File: config.mk
export PLATFORM = sky130hd
export DESIGN_NAME = pipe_hazard_ctrl_flat
export DESIGN_NICKNAME = d
export VERILOG_FILES = /design/src/rtl/pipe_hazard_ctrl_if.sv /design/src/rtl/pipe_hazard_ctrl.sv /design/src/flat_wrapper.sv
export SDC_FILE = /design/constraint.sdc
export NUM_CORES = 1
export LEC_CHECK = 0
export BUFFER_PORTS_ARGS = -buffer_cell sky130_fd_sc_hd__buf_2
export CAP_MARGIN = 20
export CORE_ASPECT_RATIO = 1.2
export CORE_UTILIZATION = 48
export DETAILED_ROUTE_END_ITERATION = 8
export HOLD_SLACK_MARGIN = 0.15
export PLACE_DENSITY = 0.77
export SETUP_SLACK_MARGIN = 0.2
export SLEW_MARGIN = 25
export SYNTH_ARGS = -nofsm -noshare
export SYNTH_HDL_FRONTEND = slang
export SYNTH_SLANG_ARGS = --single-unit
File: constraint.sdc
create_clock -name clk -period 2.2 [get_ports clk]
set_input_delay 0.44 -clock clk [delete_from_list [all_inputs] [get_ports clk]]
set_output_delay 0.44 -clock clk [all_outputs]
set_load 0.02 [all_outputs]
File: src/rtl/pipe_hazard_ctrl_if.sv
`timescale 1ns/1ps
`default_nettype none
// ============================================================================
//  Module      : pipe_hazard_ctrl_if
//  Description : Hazard-detect inputs and stall/flush control outputs shared
//                between the pipeline datapath (master) and the hazard
//                sequencer (slave).
//  Revision    : 1.0 - initial release
// ============================================================================
interface pipe_hazard_ctrl_if;
    // ID / EX hazard detection inputs
    logic [4:0] id_rs1;
    logic [4:0] id_rs2;
    logic       id_uses_rs1;
    logic       id_uses_rs2;
    logic       ex_mem_read;
    logic [4:0] ex_rd;
    // MEM-stage redirect and data-memory handshake
    logic       mem_take_branch;
    logic       mem_req;
    logic       mem_ready;
    // Register load enables
    logic       pc_en;
    logic       if_id_en;
    logic       id_ex_en;
    logic       ex_mem_en;
    // Bubble inserts
    logic       if_id_flush;
    logic       id_ex_flush;
    logic       ex_mem_flush;
    logic       mem_wb_flush;
    // Status
    logic [1:0] state;
    logic       mem_timeout;

    modport master (
        output id_rs1, id_rs2, id_uses_rs1, id_uses_rs2, ex_mem_read, ex_rd,
               mem_take_branch, mem_req, mem_ready,
        input  pc_en, if_id_en, id_ex_en, ex_mem_en,
               if_id_flush, id_ex_flush, ex_mem_flush, mem_wb_flush,
               state, mem_timeout
    );

    modport slave (
        input  id_rs1, id_rs2, id_uses_rs1, id_uses_rs2, ex_mem_read, ex_rd,
               mem_take_branch, mem_req, mem_ready,
        output pc_en, if_id_en, id_ex_en, ex_mem_en,
               if_id_flush, id_ex_flush, ex_mem_flush, mem_wb_flush,
               state, mem_timeout
    );
endinterface
`default_nettype wire

File: src/rtl/pipe_hazard_ctrl.sv
`timescale 1ns/1ps
`default_nettype none
// ============================================================================
//  Module      : pipe_hazard_ctrl
//  Description : Stall/flush sequencer for the 5-stage pipeline. Handles
//                load-use hazards, taken redirects resolved in MEM and
//                multi-cycle data-memory waits (with timeout guard).
//                Optional macro HAZARD_PERF_CNT_EN adds stall/flush cycle
//                counters.
//  Revision    : 1.0 - initial release
// ============================================================================
module pipe_hazard_ctrl #(
    parameter int FLUSH_CYCLES = 2,   // 1..7
    parameter int MEM_TIMEOUT  = 15   // 1..255
) (
    input  wire logic         clk,
    input  wire logic         rst,
    pipe_hazard_ctrl_if.slave hz
`ifdef HAZARD_PERF_CNT_EN
    ,
    output logic [31:0]       perf_stall_cycles,
    output logic [31:0]       perf_flush_cycles
`endif
);

    typedef enum logic [1:0] {
        ST_RUN        = 2'b00,
        ST_LOAD_STALL = 2'b01,
        ST_MEM_WAIT   = 2'b10,
        ST_FLUSH      = 2'b11
    } state_t;

    localparam logic [2:0] c_fl_reload = 3'(FLUSH_CYCLES - 1);
    localparam logic [7:0] c_wait_max  = 8'(MEM_TIMEOUT);

    state_t     r_state;
    state_t     r_saved;
    logic [7:0] r_wait_cnt;
    logic [2:0] r_fl_cnt;
    logic       r_timeout;

    state_t     w_state_n;
    state_t     w_saved_n;
    logic [7:0] w_wait_n;
    logic [2:0] w_fl_n;
    logic       w_timeout_set;

    logic       w_pc_en;
    logic       w_if_id_en;
    logic       w_id_ex_en;
    logic       w_ex_mem_en;
    logic       w_if_id_flush;
    logic       w_id_ex_flush;
    logic       w_ex_mem_flush;
    logic       w_mem_wb_flush;

    logic       w_load_use;
    logic       w_mem_stall;

    assign w_load_use  = hz.ex_mem_read && (hz.ex_rd != 5'd0) &&
                         ((hz.id_uses_rs1 && (hz.id_rs1 == hz.ex_rd)) ||
                          (hz.id_uses_rs2 && (hz.id_rs2 == hz.ex_rd)));
    assign w_mem_stall = hz.mem_req && !hz.mem_ready;

    // Next-state and control outputs; reset overrides the controls last.
    always_comb begin
        w_state_n      = r_state;
        w_saved_n      = r_saved;
        w_wait_n       = r_wait_cnt;
        w_fl_n         = r_fl_cnt;
        w_timeout_set  = 1'b0;
        w_pc_en        = 1'b1;
        w_if_id_en     = 1'b1;
        w_id_ex_en     = 1'b1;
        w_ex_mem_en    = 1'b1;
        w_if_id_flush  = 1'b0;
        w_id_ex_flush  = 1'b0;
        w_ex_mem_flush = 1'b0;
        w_mem_wb_flush = 1'b0;

        case (r_state)
            ST_RUN, ST_LOAD_STALL: begin
                if (w_mem_stall) begin
                    // Freeze everything up to EX/MEM, bubble into WB.
                    w_pc_en        = 1'b0;
                    w_if_id_en     = 1'b0;
                    w_id_ex_en     = 1'b0;
                    w_ex_mem_en    = 1'b0;
                    w_mem_wb_flush = 1'b1;
                    w_saved_n      = ST_RUN;
                    w_wait_n       = 8'd1;
                    w_state_n      = ST_MEM_WAIT;
                end else if (hz.mem_take_branch) begin
                    // Kill the three younger wrong-path instructions.
                    w_if_id_flush  = 1'b1;
                    w_id_ex_flush  = 1'b1;
                    w_ex_mem_flush = 1'b1;
                    if (FLUSH_CYCLES > 1) begin
                        w_fl_n    = c_fl_reload;
                        w_state_n = ST_FLUSH;
                    end else begin
                        w_state_n = ST_RUN;
                    end
                end else if (w_load_use && (r_state == ST_RUN)) begin
                    // Hold PC and IF/ID, bubble into EX for one cycle.
                    w_pc_en       = 1'b0;
                    w_if_id_en    = 1'b0;
                    w_id_ex_flush = 1'b1;
                    w_state_n     = ST_LOAD_STALL;
                end else begin
                    w_state_n = ST_RUN;
                end
            end

            ST_MEM_WAIT: begin
                if (hz.mem_ready) begin
                    w_state_n = r_saved;
                end else if (r_wait_cnt == c_wait_max) begin
                    // Forced release so a dead memory cannot hang the core.
                    w_timeout_set = 1'b1;
                    w_state_n     = r_saved;
                end else begin
                    w_pc_en        = 1'b0;
                    w_if_id_en     = 1'b0;
                    w_id_ex_en     = 1'b0;
                    w_ex_mem_en    = 1'b0;
                    w_mem_wb_flush = 1'b1;
                    w_wait_n       = r_wait_cnt + 8'd1;
                end
            end

            ST_FLUSH: begin
                if (w_mem_stall) begin
                    // Park the flush window; fl_cnt resumes after release.
                    w_pc_en        = 1'b0;
                    w_if_id_en     = 1'b0;
                    w_id_ex_en     = 1'b0;
                    w_ex_mem_en    = 1'b0;
                    w_mem_wb_flush = 1'b1;
                    w_saved_n      = ST_FLUSH;
                    w_wait_n       = 8'd1;
                    w_state_n      = ST_MEM_WAIT;
                end else if (hz.mem_take_branch) begin
                    w_if_id_flush  = 1'b1;
                    w_id_ex_flush  = 1'b1;
                    w_ex_mem_flush = 1'b1;
                    w_fl_n         = c_fl_reload;
                    w_state_n      = (FLUSH_CYCLES > 1) ? ST_FLUSH : ST_RUN;
                end else begin
                    w_if_id_flush = 1'b1;
                    w_fl_n        = r_fl_cnt - 3'd1;
                    if (r_fl_cnt == 3'd1) begin
                        w_state_n = ST_RUN;
                    end
                end
            end

            default: begin
                w_state_n = ST_RUN;
            end
        endcase

        if (rst) begin
            w_pc_en        = 1'b0;
            w_if_id_en     = 1'b0;
            w_id_ex_en     = 1'b0;
            w_ex_mem_en    = 1'b0;
            w_if_id_flush  = 1'b1;
            w_id_ex_flush  = 1'b1;
            w_ex_mem_flush = 1'b1;
            w_mem_wb_flush = 1'b1;
        end
    end

    // State, counters and the sticky timeout flag.
    always_ff @(posedge clk) begin
        if (rst) begin
            r_state    <= ST_RUN;
            r_saved    <= ST_RUN;
            r_wait_cnt <= 8'd0;
            r_fl_cnt   <= 3'd0;
            r_timeout  <= 1'b0;
        end else begin
            r_state    <= w_state_n;
            r_saved    <= w_saved_n;
            r_wait_cnt <= w_wait_n;
            r_fl_cnt   <= w_fl_n;
            r_timeout  <= r_timeout | w_timeout_set;
        end
    end

    assign hz.pc_en        = w_pc_en;
    assign hz.if_id_en     = w_if_id_en;
    assign hz.id_ex_en     = w_id_ex_en;
    assign hz.ex_mem_en    = w_ex_mem_en;
    assign hz.if_id_flush  = w_if_id_flush;
    assign hz.id_ex_flush  = w_id_ex_flush;
    assign hz.ex_mem_flush = w_ex_mem_flush;
    assign hz.mem_wb_flush = w_mem_wb_flush;
    assign hz.state        = r_state;
    assign hz.mem_timeout  = r_timeout & ~rst;

`ifdef HAZARD_PERF_CNT_EN
    logic [31:0] r_perf_stall;
    logic [31:0] r_perf_flush;
    logic        w_any_flush;

    assign w_any_flush = w_if_id_flush | w_id_ex_flush | w_ex_mem_flush | w_mem_wb_flush;

    // Saturating cycle counters for stalled-PC and bubble-insert cycles.
    always_ff @(posedge clk) begin
        if (rst) begin
            r_perf_stall <= 32'd0;
            r_perf_flush <= 32'd0;
        end else begin
            if (!w_pc_en && (r_perf_stall != 32'hFFFF_FFFF)) begin
                r_perf_stall <= r_perf_stall + 32'd1;
            end
            if (w_any_flush && (r_perf_flush != 32'hFFFF_FFFF)) begin
                r_perf_flush <= r_perf_flush + 32'd1;
            end
        end
    end

    assign perf_stall_cycles = r_perf_stall;
    assign perf_flush_cycles = r_perf_flush;
`endif

endmodule
`default_nettype wire

File: src/flat_wrapper.sv
// flat-port wrapper written by rule: the top's interface ports become plain ports
module pipe_hazard_ctrl_flat 
#(
    parameter int FLUSH_CYCLES = 2,          
    parameter int MEM_TIMEOUT  = 15            
)
  (clk, rst, hz_id_rs1, hz_id_rs2, hz_id_uses_rs1, hz_id_uses_rs2, hz_ex_mem_read, hz_ex_rd, hz_mem_take_branch, hz_mem_req, hz_mem_ready, hz_pc_en, hz_if_id_en, hz_id_ex_en, hz_ex_mem_en, hz_if_id_flush, hz_id_ex_flush, hz_ex_mem_flush, hz_mem_wb_flush, hz_state, hz_mem_timeout);
  pipe_hazard_ctrl_if hz_i ();
  input  wire logic clk;
  input  wire logic rst;
  input wire logic [$bits(hz_i.id_rs1)-1:0] hz_id_rs1;
  input wire logic [$bits(hz_i.id_rs2)-1:0] hz_id_rs2;
  input wire logic [$bits(hz_i.id_uses_rs1)-1:0] hz_id_uses_rs1;
  input wire logic [$bits(hz_i.id_uses_rs2)-1:0] hz_id_uses_rs2;
  input wire logic [$bits(hz_i.ex_mem_read)-1:0] hz_ex_mem_read;
  input wire logic [$bits(hz_i.ex_rd)-1:0] hz_ex_rd;
  input wire logic [$bits(hz_i.mem_take_branch)-1:0] hz_mem_take_branch;
  input wire logic [$bits(hz_i.mem_req)-1:0] hz_mem_req;
  input wire logic [$bits(hz_i.mem_ready)-1:0] hz_mem_ready;
  output wire logic [$bits(hz_i.pc_en)-1:0] hz_pc_en;
  output wire logic [$bits(hz_i.if_id_en)-1:0] hz_if_id_en;
  output wire logic [$bits(hz_i.id_ex_en)-1:0] hz_id_ex_en;
  output wire logic [$bits(hz_i.ex_mem_en)-1:0] hz_ex_mem_en;
  output wire logic [$bits(hz_i.if_id_flush)-1:0] hz_if_id_flush;
  output wire logic [$bits(hz_i.id_ex_flush)-1:0] hz_id_ex_flush;
  output wire logic [$bits(hz_i.ex_mem_flush)-1:0] hz_ex_mem_flush;
  output wire logic [$bits(hz_i.mem_wb_flush)-1:0] hz_mem_wb_flush;
  output wire logic [$bits(hz_i.state)-1:0] hz_state;
  output wire logic [$bits(hz_i.mem_timeout)-1:0] hz_mem_timeout;
  assign hz_i.id_rs1 = hz_id_rs1;
  assign hz_i.id_rs2 = hz_id_rs2;
  assign hz_i.id_uses_rs1 = hz_id_uses_rs1;
  assign hz_i.id_uses_rs2 = hz_id_uses_rs2;
  assign hz_i.ex_mem_read = hz_ex_mem_read;
  assign hz_i.ex_rd = hz_ex_rd;
  assign hz_i.mem_take_branch = hz_mem_take_branch;
  assign hz_i.mem_req = hz_mem_req;
  assign hz_i.mem_ready = hz_mem_ready;
  assign hz_pc_en = hz_i.pc_en;
  assign hz_if_id_en = hz_i.if_id_en;
  assign hz_id_ex_en = hz_i.id_ex_en;
  assign hz_ex_mem_en = hz_i.ex_mem_en;
  assign hz_if_id_flush = hz_i.if_id_flush;
  assign hz_id_ex_flush = hz_i.id_ex_flush;
  assign hz_ex_mem_flush = hz_i.ex_mem_flush;
  assign hz_mem_wb_flush = hz_i.mem_wb_flush;
  assign hz_state = hz_i.state;
  assign hz_mem_timeout = hz_i.mem_timeout;
  pipe_hazard_ctrl #(.FLUSH_CYCLES(FLUSH_CYCLES), .MEM_TIMEOUT(MEM_TIMEOUT)) u_core (.clk(clk), .rst(rst), .hz(hz_i));
endmodule
==> impl_results.md <==
- Sink Count: 15
- Placement Rows: 17
- Hold_ws: between 0.4 and 0.5 ns
- CP required: approximately 1.8 ns
- Setup WS pre-CTS: roughly 0.020 ns
- Vias/cell: approximately 5.7
- WP buf/inv: 1
- Layout fillers: 134
- DRT antenna net count: 0
- Clk root buf: clkbuf_4
- DRC viols: 0
- Critical path endpoint category: primary output
- Vias: 1031
- Critical path's top delay family: simple AND/OR/NAND/NOR gates
- Yosys reg bits: 15
- Leakage: between 0.5 and 0.6 nW
- Max Cap Viol: 0
- Bufs on Longest Clock Path: 2
- DIE AREA: 0.00220 sq mm
- IO Pins: 34
- Warnings from Yosys: 0
- Initial Util: 0.517
- CP peak stage delay: between 0.5 and 0.6 ns
- Overall Global Routing Usage: 0.245
- Period minus WS final: about 2.2 ns
- RSZ-0062 raised after global routing: true
- Final std cells w/o fill: ~180
- TritonCTS clock tree: done
- Cell Pwr Density: 482 mW/mm^2
- Period utilisation layout: 1.01
- Core area: around 0.0019 sq mm
- Max Slew Vio Count: 0
- Routability cong.: roughly 0.8
- Synth unique cells: 38
- Detailed Route WL: 2.56 mm
- Slew margin rel.: 0.661
- Hold buffer count at cts: 0
- Fin worst setup slack: -0.0296 ns
- Synth-to-Final Area Change: 40.1%
- CTS Buf Count: 3
- Cell Chain, Critical Path: or4_4, o21a_4, nor2_4, o31a_1, buf_6
- Critical Path Source Type: flip-flop
- Clock skew: approximately 0.0047 ns
- Placed Cells: 171
- Status: complete, but fails checks
- DIE HEIGHT: roughly 50 um
- Worst-Margin Slew: ~0.51 ns
- Worst vdd rail ir drop: between 0.0003 and 0.0004 V
- Violated checks: negative setup slack
- Port bufs: 33
- # H-tree levels: 1
- Arrival @ worst endpoint: roughly 1.8 ns
- Sequential-to-total area share from yosys stat: 0.310
- Critical Path Fanout Max: 3
- Antenna cell count: 0
- Die width: approximately 43 um
- 1st-pass router iterations: 5
- Cell Area, Synth: 968 sq um
- Synth Net Count: roughly 150
- Max Fclk: around 450 MHz
- Syn Inst Count: between 100 and 150
- Largest net degree at the start of global routing: 12
- Detailed placer's ending HPWL: roughly 1.8 mm
- First-pass GRT wire length: between 4 and 5 mm
- Clk slew on worst S/H paths: around 0.090 ns
- Iter 0 DRT Violations: 22
- Worst skew pair latency: 0.28 ns
- # setup viols final: 3
- Tightest Hold Check Type: reg -> reg
- Critical path class: reg -> out
- Nets@finish: about 190
- Drt wl/cell: between 10 and 15 um
- Grt ovf: 0
- Hold Violations, Final: 0
- Mean Syn Cell Area: around 8.1 sq um
- Max stage delay cell, worst path: or4_4
- Share of layout cells above drive strength 1: 0.407
- Initial antenna violation count: 0
- Number of global-route vias before repair: 1075
==> cells by family after synthesis <==
kind of cell / Yosys count / synth area share
xor gates and xnor gates: 15 / 0.136
muxes: 1 / 0.0116
and+or+nand+nor: 54 / 0.301
adders and majority gates: 3 / 0.0388
DFF: 15 / 0.310
AOI/OAI and AO/OA: 22 / 0.159
buffers and inverters: 9 / 0.0439
==> cell usage after synthesis (all sizes together) <==
cell type / number / share of area
mux2: 1 / 0.012
or4: 4 / 0.031
a41oi: 1 / 0.0090
nand4: 1 / 0.0065
nand2b: 2 / 0.013
buf: 3 / 0.021
or2: 1 / 0.0065
o21a: 1 / 0.015
dfxtp: 15 / 0.31
nor2b: 4 / 0.026
a21o: 1 / 0.0078
ha: 3 / 0.039
nand3: 9 / 0.047
o21ai: 5 / 0.026
a21oi: 6 / 0.031
inv: 4 / 0.015
nor3: 2 / 0.010
nor4: 4 / 0.026
xnor2: 2 / 0.018
and3: 2 / 0.013
a211oi: 1 / 0.0078
a311o: 1 / 0.012
and2: 2 / 0.013
clkbuf: 2 / 0.0078
o211ai: 3 / 0.023
xor2: 13 / 0.12
nor2: 13 / 0.050
a32oi: 1 / 0.0090
and4: 1 / 0.0090
o311ai: 1 / 0.0090
nand2: 6 / 0.023
nor3b: 2 / 0.021
o31a: 1 / 0.0090
or3: 1 / 0.0065
==> cells in the final DEF (no fill, tap or decap), types with 6 or more instances in the layout <==
cell     instances
buf_2           24
xor2_1          12
dfxtp_1         11
nand3_1          8
buf_4           13
nor2_1          12
buf_6            6
nand2_1          6
a21oi_1          6
==> per-stage QoR <==
stage	utilization	cell area [sq um]	setup TNS (ns)	total power [mW]
global route	0.725	1360	-0.251	0.690
floorplan	-	995	-0.0642	0.403
finish	0.725	1360	-0.0715	0.654
global placement	0.632	1180	0	0.458
CTS	0.701	1310	-0.119	0.644
detailed placement	0.632	1180	0	0.463
==> worst register-to-register path, stage by stage (launching register included) <==
cell,delay [ns]
dfxtp_2,0.33
or4_4,0.54
o21a_4,0.23
buf_4,0.15
or4_1,0.49
o21ai_1,0.13
==> layout make-up <==
class	count	area, sq um	share of cell area
inverter	4	15.0	0.0111
multi-input combinational	95	682	0.503
clock buffer	3	22.5	0.0166
sequential	15	308	0.227
tap	19	23.8	0.0175
timing repair buffer	44	300	0.221
clock inverter	1	5.00	0.00369
==> report_power, final <==
part	total [mW]	internal (mW)	switching, mW	leakage (nW)
clock network	0.157	0.0674	0.0892	0.0177
registers	0.294	0.282	0.0119	0.124
logic	0.204	0.0983	0.105	0.433
==> flip-flops by register name, summed over array words and instances (netlist names) <==
register           flops
u_core.r_wait_cnt      8
u_core.r_fl_cnt        3
u_core.hz.state        2
u_core.r_saved         1
u_core.r_timeout       1
==> final timing paths <==
path | startpoint | endpoint | slack (ns) | cells after the start
min reg2reg | u_core.r_wait_cnt[7]$_SDFFE_PP0P_ | u_core.r_wait_cnt[7]$_SDFFE_PP0P_ | 0.48 | 2
min | u_core.r_wait_cnt[7]$_SDFFE_PP0P_ | u_core.r_wait_cnt[7]$_SDFFE_PP0P_ | 0.48 | 2
max reg2reg | u_core.r_wait_cnt[7]$_SDFFE_PP0P_ | u_core.hz.state[0]$_SDFFE_PP0P_ | 0.26 | 5
max | u_core.r_wait_cnt[7]$_SDFFE_PP0P_ | hz_pc_en | -0.03 | 5
==> what timing repair did <==
item,in CTS,in global routing
gates resized for setup,22,8
buffers inserted,5,1
setup endpoints to repair,7,8
pin swaps,5,3
==> layer usage <==
layer	vias to the layer above	part of all wire	routed length, um	global-route usage
met5	-	0	0	0
met1	477	0.42	1080	0.262
met4	0	0.0082	21	0.0859
met2	34	0.54	1390	0.472
li1	514	-	-	-
met3	6	0.029	74	0.0389
No activity file was read; power rests on OpenSTA's default activity.
